==> src/rtl/draw_sprite_anim.sv <==
// Animated sprite address generator: frame stepping, per-frame position latch, box test and ROM address.
// Outputs registered (1 Clk latency); no backpressure. Optional horizontal mirror under SPRITE_MIRROR_EN.
module draw_sprite_anim #(
  parameter int SPRITE_W     = 88,
  parameter int SPRITE_H     = 94,
  parameter int NUM_FRAMES   = 2,
  parameter int FRAME_BASE   = 207867,
  parameter int FRAME_STRIDE = SPRITE_W * SPRITE_H,
  parameter int HOLD_TICKS   = 10,
  parameter int ADDR_W       = 18
) (
  input  logic              Clk,
  input  logic              Reset,
  input  logic              frame_tick,
  input  logic              anim_en,
  input  logic              restart,
  input  logic              flip_h,
  input  logic [9:0]        PosX,
  input  logic [9:0]        PosY,
  input  logic [9:0]        DrawX,
  input  logic [9:0]        DrawY,
  input  logic [9:0]        WriteX,
  input  logic [9:0]        WriteY,
  output logic              sprite_on,
  output logic [ADDR_W-1:0] address,
  output logic [3:0]        anim_idx
);

  localparam logic [15:0]       HOLD_LAST   = 16'(HOLD_TICKS - 1);
  localparam logic [3:0]        IDX_LAST    = 4'(NUM_FRAMES - 1);
  localparam logic [ADDR_W-1:0] BASE_A      = ADDR_W'(FRAME_BASE);
  localparam logic [ADDR_W-1:0] STRIDE_A    = ADDR_W'(FRAME_STRIDE);
  localparam logic [ADDR_W-1:0] SPRITE_W_A  = ADDR_W'(SPRITE_W);
  localparam logic [10:0]       SPRITE_W_11 = 11'(SPRITE_W);
  localparam logic [10:0]       SPRITE_H_11 = 11'(SPRITE_H);

  typedef enum logic [1:0] {
    ACT_NONE,
    ACT_RESTART,
    ACT_HOLD,
    ACT_ADVANCE
  } act_t;

  act_t              act;
  logic [15:0]       hold_cnt, hold_nxt;
  logic [3:0]        idx_nxt;
  logic [ADDR_W-1:0] frame_start, start_nxt;
  logic [9:0]        pos_x_q, pos_y_q;
  logic [9:0]        dx, dy, col;
  logic [ADDR_W-1:0] offset;
  logic              in_scan, in_write;

  // restart is honoured with or without a tick and beats any advance
  always_comb begin
    act       = ACT_NONE;
    hold_nxt  = hold_cnt;
    idx_nxt   = anim_idx;
    start_nxt = frame_start;
    if (restart)
      act = ACT_RESTART;
    else if (frame_tick && anim_en)
      act = (hold_cnt < HOLD_LAST) ? ACT_HOLD : ACT_ADVANCE;
    case (act)
      ACT_RESTART: begin
        hold_nxt  = '0;
        idx_nxt   = '0;
        start_nxt = BASE_A;
      end
      ACT_HOLD: hold_nxt = hold_cnt + 16'd1;
      ACT_ADVANCE: begin
        hold_nxt = '0;
        if (anim_idx >= IDX_LAST) begin
          idx_nxt   = '0;
          start_nxt = BASE_A;
        end else begin
          idx_nxt   = anim_idx + 4'd1;
          start_nxt = frame_start + STRIDE_A;
        end
      end
      default: ;
    endcase
  end

  // 11-bit box compares keep PosX+SPRITE_W from wrapping past the screen edge
  always_comb begin
    in_scan  = ({1'b0, DrawX} >= {1'b0, pos_x_q}) &&
               ({1'b0, DrawX} <  ({1'b0, pos_x_q} + SPRITE_W_11)) &&
               ({1'b0, DrawY} >= {1'b0, pos_y_q}) &&
               ({1'b0, DrawY} <  ({1'b0, pos_y_q} + SPRITE_H_11));
    in_write = ({1'b0, WriteX} >= {1'b0, pos_x_q}) &&
               ({1'b0, WriteX} <  ({1'b0, pos_x_q} + SPRITE_W_11)) &&
               ({1'b0, WriteY} >= {1'b0, pos_y_q}) &&
               ({1'b0, WriteY} <  ({1'b0, pos_y_q} + SPRITE_H_11));
  end

  assign dx = WriteX - pos_x_q;
  assign dy = WriteY - pos_y_q;

`ifdef SPRITE_MIRROR_EN
  logic flip_q;
  assign col = flip_q ? (10'(SPRITE_W - 1) - dx) : dx;
`else
  logic unused_flip;
  assign unused_flip = flip_h;
  assign col = dx;
`endif

  assign offset = ADDR_W'(dy) * SPRITE_W_A + ADDR_W'(col);

  always_ff @(posedge Clk) begin
    if (Reset) begin
      hold_cnt    <= '0;
      anim_idx    <= '0;
      frame_start <= BASE_A;
      pos_x_q     <= '0;
      pos_y_q     <= '0;
      sprite_on   <= 1'b0;
      address     <= '0;
`ifdef SPRITE_MIRROR_EN
      flip_q      <= 1'b0;
`endif
    end else begin
      hold_cnt    <= hold_nxt;
      anim_idx    <= idx_nxt;
      frame_start <= start_nxt;
      if (frame_tick) begin
        pos_x_q <= PosX;
        pos_y_q <= PosY;
`ifdef SPRITE_MIRROR_EN
        flip_q  <= flip_h;
`endif
      end
      sprite_on <= in_scan;
      // outside the box the offset is dropped so reads stay inside the strip
      address   <= in_write ? (frame_start + offset) : frame_start;
    end
  end

endmodule

==> config.mk <==
export PLATFORM = sky130hd
export DESIGN_NAME = draw_sprite_anim
export DESIGN_NICKNAME = d
export VERILOG_FILES = /design/src/rtl/draw_sprite_anim.sv
export SDC_FILE = /design/constraint.sdc
export NUM_CORES = 1
export LEC_CHECK = 0
export ABC_CLOCK_PERIOD_IN_PS = 6800
export BUFFER_PORTS_ARGS = -buffer_cell sky130_fd_sc_hd__buf_2
export CAP_MARGIN = 40
export CORE_UTILIZATION = 35
export DETAILED_ROUTE_END_ITERATION = 10
export PLACE_DENSITY = 0.55
export SLEW_MARGIN = 20
export SYNTH_ARGS = -nofsm -noshare
export SYNTH_HDL_FRONTEND = slang
export SYNTH_SLANG_ARGS = --single-unit
==> constraint.sdc <==
create_clock -name Clk -period 6.8 [get_ports Clk]
set_input_delay 0.34 -clock Clk [delete_from_list [all_inputs] [get_ports Clk]]
set_output_delay 0.34 -clock Clk [all_outputs]
set_load 0.01 [all_outputs]
; ---- Word-level counts from Yosys, hierarchy flattened
; Index checks and enable logic that the tools add are counted.
; Widths: inputs -> output; s select.
[word_totals]
regBits = 77
out_inout_bits = 23
[op_classes]
n_addsub = 9
mul = 1
n_lt_le_gt_ge = 10
eq_ne = 3
mux = 9
reduce_logical = 10
[op_table]
columns = cell, n
row1 = $lt 10x11->1, 4
row2 = $ge 10x10->1, 4
row3 = $mux 18, 2
row4 = $pmux 18 s2, 1
row5 = $pmux 16 s2, 1
row6 = $add 10x7->11 const B, 2
row7 = $sub 10x10->10, 2
row8 = $add 17x10->18, 1
row9 = $add 18x14->18 const B, 1
row10 = $add 18x18->18, 1
row11 = $add 16x1->16 const B, 1
row12 = $lt 16x4->1 const B, 1
row13 = $mul 10x4->14 const B, 1
row14 = $pmux 4 s2, 1
row15 = $logic_and 1x1->1, 7
row16 = $add 4x1->4 const B, 1
row17 = $eq 2x2->1 const B, 2
row18 = $ge 4x1->1 const B, 1
row19 = $mux 2, 2
row20 = $mux 4, 1
row21 = $reduce_bool 2->1, 2
row22 = $eq 2x1->1 const B, 1
row23 = $reduce_or 2->1, 1
row24 = $mux 1, 1

; ---- Depth between registers and ports, before layout
[depth]
depth_word = 7
mapped_depth = 29
ltp_nobuf = 29

; ---- Worst setup path before layout
; OpenSTA, ideal clock, no wires.
[synth_path]
kind = input to register
start = input WriteY[0]
end = register address[17]
setup_ns = 0.132
t_arrival_ns = 5.357
slack_ns = 1.311
path_stages = 28
cell_sequence = inv_1 -> ha_1 -> inv_1 -> fa_1 -> a211oi_1 -> o21ai_0 -> a21oi_1 -> xnor2_1 -> inv_1 -> ha_1 -> inv_1 -> fa_1 -> inv_1 -> ha_1 -> nor3_1 -> nor2_1 -> o41a_1 -> a311oi_1 -> xnor2_1 -> ha_1 -> ha_1 -> a21oi_1 -> nor2_1 -> nor2_1 -> nand4_1 -> and3_1 -> o41ai_1 -> a21oi_1
[synth_via]
elab_chain_len = 5
[synth_lines]
columns = item, line
row1 = from (decl), 23  ; input logic [9:0] WriteY,
row2 = $sub 10x10->10, 97  ; assign dy = WriteY - pos_y_q;
row3 = $mul 10x4->14, 108  ; assign offset = ADDR_W'(dy) * SPRITE_W_A + ADDR_W'(col);
row4 = $add 17x10->18, 108
row5 = $add 18x18->18, 135  ; address <= in_write ? (frame_start + offset) : frame_start;
row6 = $mux 18 *, 135
row7 = to (signal assigned), 135
row8 = to (decl), 25  ; output logic [ADDR_W-1:0] address,
; Every way passes the cells marked *; elsewhere a longest branch is shown, timed or not.
; A chain may end at the register's enable or synchronous reset.

; ---- Final worst setup path
[layout_path]
start = register pos_y_q[1]
end = register address[17]
[layout_via]
elab_chain_len = 5
[layout_lines]
columns = item, line
row1 = from (decl), 48  ; logic [9:0] pos_x_q, pos_y_q;
row2 = from (signal assigned), 128  ; pos_y_q <= PosY;
row3 = $sub 10x10->10, 97
row4 = $mul 10x4->14, 108
row5 = $add 17x10->18, 108
row6 = $add 18x18->18, 135
row7 = $mux 18 *, 135
; Marks and branches as above.

==> impl_metrics.env <==
export IMPL_powerDensity_nw_per_um2=414.9
export IMPL_cts_buffers_inserted=9
export IMPL_drt_iter0_drc=263
export IMPL_wl_per_cell_um=13.69
export IMPL_grt_pass1_vias=5713
export IMPL_grt_busiest_layer="met2"
export IMPL_cts_tree="built"
export IMPL_crit_required_ps=7010
export IMPL_place_gp_congestion=0.7862
export IMPL_clk_pin_slew_ps=70
export IMPL_met3_usage=0.03245
export IMPL_cts_resized=0
export IMPL_setup_violations_final=0
export IMPL_cts_buffer_depth=2
export IMPL_drv_cap=0
export IMPL_crit_type="register to register"
export IMPL_dp_hpwl_um=13600
export IMPL_syn_inst=861
export IMPL_row_count=51
export IMPL_period_share=0.8971
export IMPL_ir_worst_vdd_v=0.0002569
export IMPL_track_usage=0.1689
export IMPL_tns_ps=0
export IMPL_crit_path_start_kind="register"
export IMPL_placed_cells=1202
export IMPL_rsz0062_at_grt="false"
export IMPL_antenna_left=0
export IMPL_hold_class="primary input to register"
export IMPL_start_util=0.3606
export IMPL_use_met1=0.2436
export IMPL_viasPerCell=4.982
export IMPL_worstMarginPinSlew_ps=849.0
export IMPL_synth_fp_nets=1073
export IMPL_fin_nets=1160
export IMPL_grt_pass1_wl_um=27560
export IMPL_synth_edf_count=0
export IMPL_first_pass_iters=4
export IMPL_globalRouteOverflowTotal=0
export IMPL_slowest_stage="fa_1"
export IMPL_route_vias_total=6068
export IMPL_htreeDepth=3
export IMPL_maxSlewViolCount=0
export IMPL_post_cts_setup_buffers=0
export IMPL_pin_count=89
export IMPL_dieArea_um2=20820
export IMPL_netlist_area_um2=7087
export IMPL_cts_hold_buf=0
export IMPL_fin_crit_ps=6100
export IMPL_slowest_delay_ps=500
export IMPL_cp_max_fo=7
export IMPL_use_met2=0.2561
export IMPL_syn_avg_cell_area_um2=8.231
export IMPL_coreArea_um2=19650
export IMPL_relSlewSlack=0.4194
export IMPL_p_leak_nw=3.742
export IMPL_ys_warn_count=0
export IMPL_status="complete, no violations"
export IMPL_crit_top_cell="ha_1"
export IMPL_drive_above_1_share=0.1249
export IMPL_clock_latency_ps=350
export IMPL_drc=0
export IMPL_cts_sinks=74
export IMPL_routed_wirelength_um=16680
export IMPL_yosysSeqAreaShare=0.2090
export IMPL_die_h_um=144.3
export IMPL_antenna_found_initial=0
export IMPL_num_antenna_cells=0
export IMPL_ys_ff_latch=74
export IMPL_syn_to_final_growth_pct=14.83
export IMPL_clock_skew_ps=12.25
export IMPL_async_reset_ff_frac=0
export IMPL_clockRootBuffer="clkbuf_16"
export IMPL_port_buffers=87
export IMPL_grt_max_degree=40
export IMPL_fin_cells=1218
export IMPL_synthDistinctLibCells=63
export IMPL_fp_dieW_um=144.3
export IMPL_worstPathArrival_ps=6310
export IMPL_fmax_ghz=0.1639
export IMPL_hold_viol_final=0
export IMPL_synth_flop_cell="dfxtp_1"
export IMPL_cp_end_kind="register"
## logic make-up (layout without fill, tap and decap cells)
group | Yosys count | after routing | share of synthesized area
adders and majority gates | 146 | 146 | 0.2747
xor gates and xnor gates | 58 | 58 | 0.07168
other | 1 | 1 | 0.0005292
DFF | 74 | 74 | 0.2090
and+or+nand+nor | 240 | 240 | 0.1674
buffers and inverters | 108 | 200 | 0.05738
AOI/OAI and AO/OA | 211 | 211 | 0.1866
muxes | 23 | 23 | 0.03266
## registers in the layout, indices dropped and copies added, names as in the netlist
signal,count
pos_x_q,10
sprite_on,1
frame_start,15
anim_idx,4
pos_y_q,10
address,18
hold_cnt,16
## per-stage QoR
step | total power, W | hold WS, ps | worst slack [ps] | instance area (um2) | utilization
2_1_floorplan | 0.002416 | 437.2 | 1311 | 7087 | -
3_3_place_gp | 0.002854 | 459.2 | 673.2 | 7821 | 0.3980
3_5_place_dp | 0.002867 | 465.0 | 603.0 | 7826 | 0.3982
4_1_cts | 0.003394 | 212.5 | 653.1 | 8138 | 0.4141
5_1_grt | 0.003729 | 230.6 | 95.19 | 8138 | 0.4141
6_report | 0.003377 | 222.1 | 700.0 | 8138 | 0.4141
## cell usage in the layout (no fill, tap or decap), types with 22 or more instances in the layout
cell type,n
a21oi_1,66
buf_2,88
dfxtp_1,74
ha_1,130
inv_1,93
mux2i_1,22
nand2_1,45
nand3_1,31
nor2_1,72
o21ai_0,53
xnor2_1,38
## routing by layer
layer | vias to the layer above | share of wire | wire length [um]
met1 | 2704 | 0.53 | 8794
met2 | 111 | 0.42 | 7006
met4 | 0 | 0.0093 | 155
li1 | 3242 | - | -
met5 | - | 0 | 0
met3 | 11 | 0.043 | 720
## synthesized netlist by cell type (10+ instances only)
cell,count,area (um2)
ha_1,130,1627
o21a_1,10,75.07
clkbuf_1,10,37.54
inv_1,93,349.1
nand3_1,31,155.2
nand2_1,45,168.9
mux2i_1,22,220.2
xnor2_1,38,332.8
o21ai_0,53,265.3
xor2_1,20,175.2
nor3_1,19,95.09
fa_1,16,320.3
dfxtp_1,74,1481
a21o_1,14,105.1
a21oi_1,66,330.3
nor2_1,72,270.3
## path summary, 6_finish.rpt
path	slack, ps	start	end	depth (start not counted)
worst max-delay path	700	pos_y_q[1]	address[17]	28
worst min-delay path	220	PosX[2]	pos_x_q[2]	3
worst min register to register	470	frame_start[17]	address[17]	2
worst max register to register	700	pos_y_q[1]	address[17]	28
## where the power goes
part           leakage [nW]  internal (W)  total [W]  switching [W]
combinational          2.99       0.00104    0.00239        0.00135
sequential            0.607      0.000459   0.000473      0.0000150
clock                 0.150      0.000299   0.000509       0.000210
## cell type report
| cell class | instances | area [um2] |
|---|---|---|
| fill | 2092 | 11520 |
| inverter | 94 | 352.8 |
| sequential | 74 | 1481 |
| clock inverter | 6 | 72.57 |
| multi-input combinational | 679 | 5205 |
| tap | 265 | 331.6 |
| timing repair buffer | 90 | 455.4 |
| clock buffer | 10 | 239.0 |
## critical path: cells and delay by family, from the launching register on
| family | cells | cell delay (ps) |
|---|---|---|
| compound gates | 9 | 1780 |
| xor+xnor | 2 | 330 |
| fa+ha+maj | 6 | 2110 |
| buf+inv | 3 | 250 |
| flops | 1 | 430 |
| simple gates | 8 | 1060 |
(Power assumes the default switching activity.)
